### src/rtl/user_mgr_arbiter_pkg.sv
// user_mgr_arbiter_pkg: user-domain manager sizing, OBI manager structs and index helpers
package user_mgr_arbiter_pkg;

    localparam int unsigned NumUserMgr      = 2;
    localparam int unsigned UserMgrMaxTrans = 4;
    localparam int unsigned AidWidth        = 1;

    function automatic int unsigned idx_width(input int unsigned n);
        return (n > 1) ? $clog2(n) : 1;
    endfunction

    typedef logic [idx_width(NumUserMgr)-1:0] user_mgr_idx_t;

    typedef struct packed {
        logic [31:0]         addr;
        logic                we;
        logic [3:0]          be;
        logic [31:0]         wdata;
        logic [AidWidth-1:0] aid;
    } mgr_obi_a_t;

    typedef struct packed {
        logic       req;
        mgr_obi_a_t a;
    } mgr_obi_req_t;

    typedef struct packed {
        logic [31:0]         rdata;
        logic [AidWidth-1:0] rid;
        logic                err;
    } mgr_obi_r_t;

    typedef struct packed {
        logic       gnt;
        logic       rvalid;
        mgr_obi_r_t r;
    } mgr_obi_rsp_t;

endpackage

### src/rtl/user_mgr_idx_fifo.sv
// user_mgr_idx_fifo: circular FIFO of granted manager indices, used to route
// in-order OBI responses back to their issuer.
module user_mgr_idx_fifo import user_mgr_arbiter_pkg::*; #(
    parameter int unsigned Depth = 4,
    parameter int unsigned Width = 1,
    localparam int unsigned CntW = $clog2(Depth + 1)
) (
    input  logic             clk,
    input  logic             rst,
    input  logic             push,
    input  logic             pop,
    input  logic [Width-1:0] data,
    output logic [Width-1:0] head,
    output logic             full,
    output logic             empty,
    output logic [CntW-1:0]  count
);

    localparam int unsigned PtrW = idx_width(Depth);

    logic [Width-1:0] mem [Depth];
    logic [PtrW-1:0]  wr_ptr, rd_ptr;
    logic             do_push, do_pop;

    function automatic logic [PtrW-1:0] inc(input logic [PtrW-1:0] p);
        return (p == PtrW'(Depth - 1)) ? '0 : p + 1'b1;
    endfunction

    assign full    = count == CntW'(Depth);
    assign empty   = count == '0;
    assign do_push = push & ~full;
    assign do_pop  = pop & ~empty;
    assign head    = mem[rd_ptr];

    always_ff @(posedge clk or posedge rst)
        if (rst) begin
            wr_ptr <= '0;
            rd_ptr <= '0;
            count  <= '0;
        end else begin
            if (do_push) wr_ptr <= inc(wr_ptr);
            if (do_pop) rd_ptr <= inc(rd_ptr);
            count <= count + CntW'(do_push) - CntW'(do_pop);
        end

    always_ff @(posedge clk)
        if (do_push) mem[wr_ptr] <= data;

endmodule

### src/rtl/user_mgr_arbiter.sv
// user_mgr_arbiter: round-robin N-to-1 OBI manager arbiter with address-phase
// lock and an index FIFO steering in-order responses back to their issuer.
module user_mgr_arbiter import user_mgr_arbiter_pkg::*; #(
    parameter int unsigned NumMgr      = NumUserMgr,
    parameter int unsigned NumMaxTrans = UserMgrMaxTrans,
    parameter type         obi_req_t   = mgr_obi_req_t,
    parameter type         obi_rsp_t   = mgr_obi_rsp_t,
    localparam int unsigned IdxW = idx_width(NumMgr),
    localparam int unsigned CntW = $clog2(NumMaxTrans + 1)
) (
    input  logic            clk_i,
    input  logic            rst_i,
    input  obi_req_t        mgr_req_i [NumMgr],
    output obi_rsp_t        mgr_rsp_o [NumMgr],
    output obi_req_t        req_o,
    input  obi_rsp_t        rsp_i,
    output logic [CntW-1:0] outstanding_o,
    output logic            err_unexp_rsp_o
);

    logic [IdxW-1:0] rr_q, lock_idx_q, scan, sel, head;
    logic            lock_q, full, empty, handshake;

    function automatic logic [IdxW-1:0] wrap(input int unsigned v);
        return IdxW'(v % NumMgr);
    endfunction

    // Descending scan so the requester closest to rr_q wins.
    always_comb begin
        scan = rr_q;
        for (int k = NumMgr - 1; k >= 0; k--)
            if (mgr_req_i[wrap(int'(rr_q) + k)].req) scan = wrap(int'(rr_q) + k);
    end

    assign sel = (lock_q && mgr_req_i[lock_idx_q].req) ? lock_idx_q : scan;

    // Full is registered, so rvalid never reaches req_o.req combinationally.
    always_comb begin
        req_o     = mgr_req_i[sel];
        req_o.req = mgr_req_i[sel].req & ~full & ~rst_i;
    end

    assign handshake = req_o.req & rsp_i.gnt;

    always_comb
        for (int i = 0; i < NumMgr; i++) begin
            mgr_rsp_o[i]        = rsp_i;
            mgr_rsp_o[i].gnt    = handshake && sel == IdxW'(i);
            mgr_rsp_o[i].rvalid = rsp_i.rvalid && !empty && head == IdxW'(i);
        end

    always_ff @(posedge clk_i or posedge rst_i)
        if (rst_i) begin
            rr_q            <= '0;
            lock_q          <= 1'b0;
            lock_idx_q      <= '0;
            err_unexp_rsp_o <= 1'b0;
        end else begin
            if (rsp_i.rvalid && empty) err_unexp_rsp_o <= 1'b1;
            if (handshake) begin
                rr_q   <= wrap(int'(sel) + 1);
                lock_q <= 1'b0;
            end else if (req_o.req) begin
                lock_q     <= 1'b1;
                lock_idx_q <= sel;
            end else if (lock_q && !mgr_req_i[lock_idx_q].req) begin
                lock_q <= 1'b0;
            end
        end

    user_mgr_idx_fifo #(
        .Depth(NumMaxTrans),
        .Width(IdxW)
    ) i_fifo (
        .clk  (clk_i),
        .rst  (rst_i),
        .push (handshake),
        .pop  (rsp_i.rvalid),
        .data (sel),
        .head (head),
        .full (full),
        .empty(empty),
        .count(outstanding_o)
    );

endmodule

### config.mk
export PLATFORM = sky130hd
export DESIGN_NAME = user_mgr_arbiter
export DESIGN_NICKNAME = d
export VERILOG_FILES = /design/src/rtl/user_mgr_arbiter_pkg.sv /design/src/rtl/user_mgr_idx_fifo.sv /design/src/rtl/user_mgr_arbiter.sv
export SDC_FILE = /design/constraint.sdc
export NUM_CORES = 1
export LEC_CHECK = 0
export CORE_AREA = 2 2 126 128
export DETAILED_ROUTE_END_ITERATION = 12
export DIE_AREA = 0 0 128 130
export PLACE_DENSITY = 0.63
export SLEW_MARGIN = 20
export SYNTH_ARGS = -nofsm -noshare
export SYNTH_HDL_FRONTEND = slang
export SYNTH_SLANG_ARGS = --single-unit
### constraint.sdc
create_clock -name clk_i -period 2.5 [get_ports clk_i]
set_clock_uncertainty 0.2 [all_clocks]
set_input_delay 0.625 -clock clk_i [delete_from_list [all_inputs] [get_ports clk_i]]
set_output_delay 0.625 -clock clk_i [all_outputs]
set_load 0.005 [all_outputs]
## Word level (Yosys, flattened, before mapping)

Memory sizes are Yosys's and may differ from the RTL's.
Index checks and enable logic that the tools add are counted.

- Add/sub/neg operators: 6
- Order comparisons: 4
- Eq/ne operators: 3
- Muxes and demuxes: 22
- Bitwise logic cells: 15
- Reductions and logical operators: 13

Operator list:

| operator | number |
|---|---|
| 71-bit two-way mux | 12 |
| 2-bit >= comparator, second input constant | 4 |
| 1-bit logical AND | 8 |
| 1-bit two-way mux | 8 |
| 1-bit inverter with 2-bit output | 4 |
| 1-bit inverter | 6 |
| 1-bit AND | 5 |
| 2-bit by 1-bit adder with 2-bit output, second input constant | 2 |
| 2-bit equality test, second input constant | 2 |
| 2-bit two-way mux | 2 |
| 3-bit by 1-bit adder with 3-bit output | 1 |
| 3-bit equality test, second input constant | 1 |
| 3-bit zero test | 1 |
| 3-bit nonzero test | 1 |
| 3-bit by 1-bit subtractor with 3-bit output | 1 |
| 1-bit adder, second input constant | 2 |
| 1-bit zero test | 2 |
| 2-bit AND reduction | 1 |

- Register bits after elaboration: 11
- RAM bits: 4
- Bits of input ports: 180
- Memories: 1

Memories:

| name | words | bits a word | read ports | clocked after Yosys merged registers in | wr ports | RTL line | text |
|---|---|---|---|---|---|---|---|
| i_fifo.mem | 4 | 1 | 1 | 0 | 1 | user_mgr_idx_fifo.sv:21 | `logic [Width-1:0] mem [Depth];` |

## Logic depth before layout (Yosys ltp)

- Word-level depth: 18
- Depth in mapped cells: 9
- Mapped depth without buffers: 9

## Cells and area by module

A second synthesis with hierarchy kept.

- Cells, all modules: 222
- Area total of the unflattened synthesis: 2401.1 um^2

Modules (own cells, without submodules):

| module | instances | cells an instance | area each (um^2) |
|---|---|---|---|
| user_mgr_arbiter | 1 | 177 | 1801.7 |
| user_mgr_idx_fifo | 1 | 45 | 599.3 |

## Least setup slack after synthesis

OpenSTA, ideal clock, no wires.

- Kind: input to output
- Start: input port mgr_req_i[141] (netlist bit)
- End: output port req_o[37] (netlist bit)
- Arrival: 1.569 ns
- Slack: 0.106 ns
- Stages: 6
- Cell sequence: nand2b_1 a21oi_1 a21oi_1 buf_6 buf_6 mux2_2

RTL lines:

| item | RTL line | text |
|---|---|---|
| from (decl) | user_mgr_arbiter.sv:13 | `input obi_req_t mgr_req_i [NumMgr],` |
| to (decl) | user_mgr_arbiter.sv:15 | `output obi_req_t req_o,` |

==> results.py <==
metrics = {
    "run_status": {
        "status": "complete, but fails checks",
        "failed_checks": "negative setup slack",
    },
    "worst_setup_path": {
        "cp-start-kind": "flop",
        "worstPathRequired_ns": 1.67,
        "critPathCaptureType": "primary output",
        "crit_path_max_fanout": 5,
        "r2r_end": "i_fifo.count[2]",
        "arrival_ns": 2.01,
        "critPathLaunch": "lock_q",
        "crit_path_end": "req_o[12]",
        "worstRegToRegCells": 11,
        "crit_type": "reg -> out",
        "r2r-start": "i_fifo.count[2]",
        "r2r_slack_ns": 0.13,
    },
    "grt": {
        "grt_pass1_wl_mm": 14.79,
        "grt_usage_pct": 11.89,
        "antenna_found_initial": 0,
        "overflow": 0,
        "grt_max_degree": 12,
        "grt_pass1_vias": 2544,
    },
    "power_and_ir_drop": {
        "ir_worst_vdd_v": 0.0003481,
        "p_leak_uw": 0.002499,
        "finalPower_uw": 3931,
        "p_per_area_nw_per_um2": 723.7,
    },
    "clock_network": {
        "clk_latency_ns": 0.24,
        "clockRootBuffer": "clkbuf_16",
        "cts_sinks": 15,
        "htree_levels": 1,
        "cts_tree": "yes",
        "cts_hold_buffers": 0,
        "clkTransAtPathRegs_ns": 0.05,
        "numCtsBuffers": 3,
        "clockBufferDepth": 2,
    },
    "sta": {
        "worst_pin_slew_ns": 0.4741,
        "slew_headroom_pct": 68.36,
        "rsz0062_at_grt": "true",
        "finalCritPeriodShare_pct": 113.4,
        "setup_ws_ns": -0.3354,
        "period_needed_ns": 2.835,
        "setup-violations-final": 71,
        "hold_violations": 0,
        "slew_violations": 0,
        "fmax_mhz": 352.7,
    },
    "detailed_routing": {
        "routed_via_density": 3.846,
        "finalWirelength_mm": 11.32,
        "antenna_left": 0,
        "firstDrtPassIters": 4,
        "drcViolationCount": 0,
        "wire_per_inst_um": 17.93,
        "vias": 2427,
        "drtIter0Drc": 56,
    },
    "logic_synthesis": {
        "syn_area_um2": 2246,
        "yosysSeqAreaShare_pct": 17.60,
        "synth_area_leaders": "mux2_2 36%, buf_4 23%, dfrtp_1 12%",
        "yosys_warnings": 0,
        "synth_area_per_cell_um2": 10.12,
        "synth-seq-cells": 15,
        "netlist.area_leader.share_pct": 36.10,
        "synth_top_area_cell": "mux2_2",
        "ys_types": 29,
        "syn_inst": 222,
        "synth_nets": 410,
    },
    "floorplanning": {
        "ioPinCount": 327,
        "die_y_um": 130,
        "die_area_um2": 16640,
        "start_util_pct": 14.56,
        "die_w_um": 128,
        "rows": 46,
        "core_um2": 15420,
    },
    "finish": {
        "final_util_pct": 35.21,
        "final_area_um2": 5431,
        "seqCellArea_um2": 395.4,
        "areaGrowthSynthToFinish_pct": 141.8,
        "layout_common_cells": "145 x clkdlybuf4s50_1, 96 x buf_6, 72 x mux2_4, 25 x buf_4, 11 x dfrtp_1",
        "multi_input_area_um2": 1546,
        "drive_gt1_share_pct": 54.44,
        "fillers": 1543,
        "final_common_cell": "clkdlybuf4s50_1",
        "insertedDiodeCount": 0,
        "fin_nets": 628,
    },
    "placement": {
        "dpl.hpwl_mm": 8.227,
        "port_buffers": 224,
        "gp_congestion": 0.8192,
        "placed_cell_area_um2": 4279,
    },
    "min_path": {
        "hp-class": "reg -> reg",
    },
    "flow_run": {
        "cap_violations": 0,
    },
}
## worst max-delay path, stage by stage (launching register included)
cell and delay, ns:
dfrtp_1 0.41, nand2b_4 0.17, a21oi_4 0.17, a21oi_4 0.07, buf_6 0.14, buf_12 0.12
buf_8 0.13, buf_6 0.12, mux2_4 0.31, buf_6 0.12
## logic make-up (layout without fill, tap and decap cells)
| logic type | after synthesis | in the layout | share of synthesized area, % |
|---|---|---|---|
| flops | 15 | 15 | 17.60 |
| fa+ha+maj | 8 | 8 | 4.791 |
| compound gates | 10 | 10 | 2.674 |
| mux | 75 | 75 | 38.44 |
| simple gates | 25 | 25 | 7.076 |
| xor+xnor | 2 | 2 | 0.7801 |
| buf+inv | 87 | 304 | 28.64 |
## worst min-delay path by stage
stage | start | cells past startpoint | slack, ns | to
after global routing | err_unexp_rsp_o | 1 | 0.31 | err_unexp_rsp_o
after global placement | err_unexp_rsp_o | 1 | 0.25 | err_unexp_rsp_o
after CTS | err_unexp_rsp_o | 1 | 0.30 | err_unexp_rsp_o
after floorplan | err_unexp_rsp_o | 1 | 0.25 | err_unexp_rsp_o
final | err_unexp_rsp_o | 1 | 0.29 | err_unexp_rsp_o
after detailed placement | err_unexp_rsp_o | 1 | 0.26 | err_unexp_rsp_o
## routing by layer
layer  wire length, µm  vias up  share of wire, %  track usage (%)
met4               117        0               1.0            2.133
met3               826       15               7.3            2.337
met5                 0        -                 0                0
met2              6482      142                57            24.38
li1                  -     1129                 -                -
met1              3888     1141                34            12.58
## synthesized netlist by cell type
master / number
nand2_1: 2
buf_6: 8
dfrtp_1: 11
edfxtp_1: 4
a21o_1: 2
a31oi_1: 2
nor3_4: 1
or2_1: 1
nor2_1: 5
nand2b_1: 2
nor2b_1: 1
xnor2_1: 2
fa_1: 1
mux2_4: 2
buf_4: 68
mux4_2: 1
and2_2: 5
a21oi_1: 4
or4b_2: 1
o21ai_0: 1
nor3_1: 4
mux2_2: 72
inv_1: 10
buf_2: 1
nor4_1: 1
nand3_1: 1
o31ai_1: 1
nor3b_2: 1
ha_1: 7
## timing repair
item	in CTS	in global routing
cloned	8	0
gates resized for setup	428	79
pin swaps	7	2
setup buffers	36	13
setup endpoints to repair	76	73
## registers in the layout, summed over array words and instances (netlist names)
| signal | flops |
|---|---|
| i_fifo.mem | 4 |
| i_fifo.count | 3 |
| i_fifo.rd_ptr | 2 |
| i_fifo.wr_ptr | 2 |
| err_unexp_rsp_o | 1 |
| lock_idx_q | 1 |
| lock_q | 1 |
| rr_q | 1 |
## where the power goes
| part | internal [µW] | leakage [µW] | total, µW | switching [µW] |
|---|---|---|---|---|
| Sequential | 352 | 0.000166 | 433 | 81.7 |
| Combinational | 2150 | 0.00229 | 3180 | 1030 |
| Clock | 214 | 0.0000409 | 315 | 101 |
| Total | 2720 | 0.00250 | 3930 | 1210 |
## metrics by stage
step	setup slack [ns]	setup TNS [ns]	instances	hold slack, ns
floorplan	0.1057	0	222	0.2510
global placement	-1.022	-69.94	577	0.2467
detailed placement	-1.003	-69.75	577	0.2566
CTS	-0.3984	-17.72	625	0.2990
global route	-0.3795	-18.72	631	0.3128
finish	-0.3354	-14.59	631	0.2880
## final cells by class
class	count	area share [%]
Timing Repair Buffer	290	57.66
Multi-Input combinational cell	120	28.47
Sequential cell	15	7.279
Tap cell	192	4.423
Clock buffer	3	1.382
Inverter	10	0.6911
Clock inverter	1	0.09214
Power figures use the tool's default switching activity.
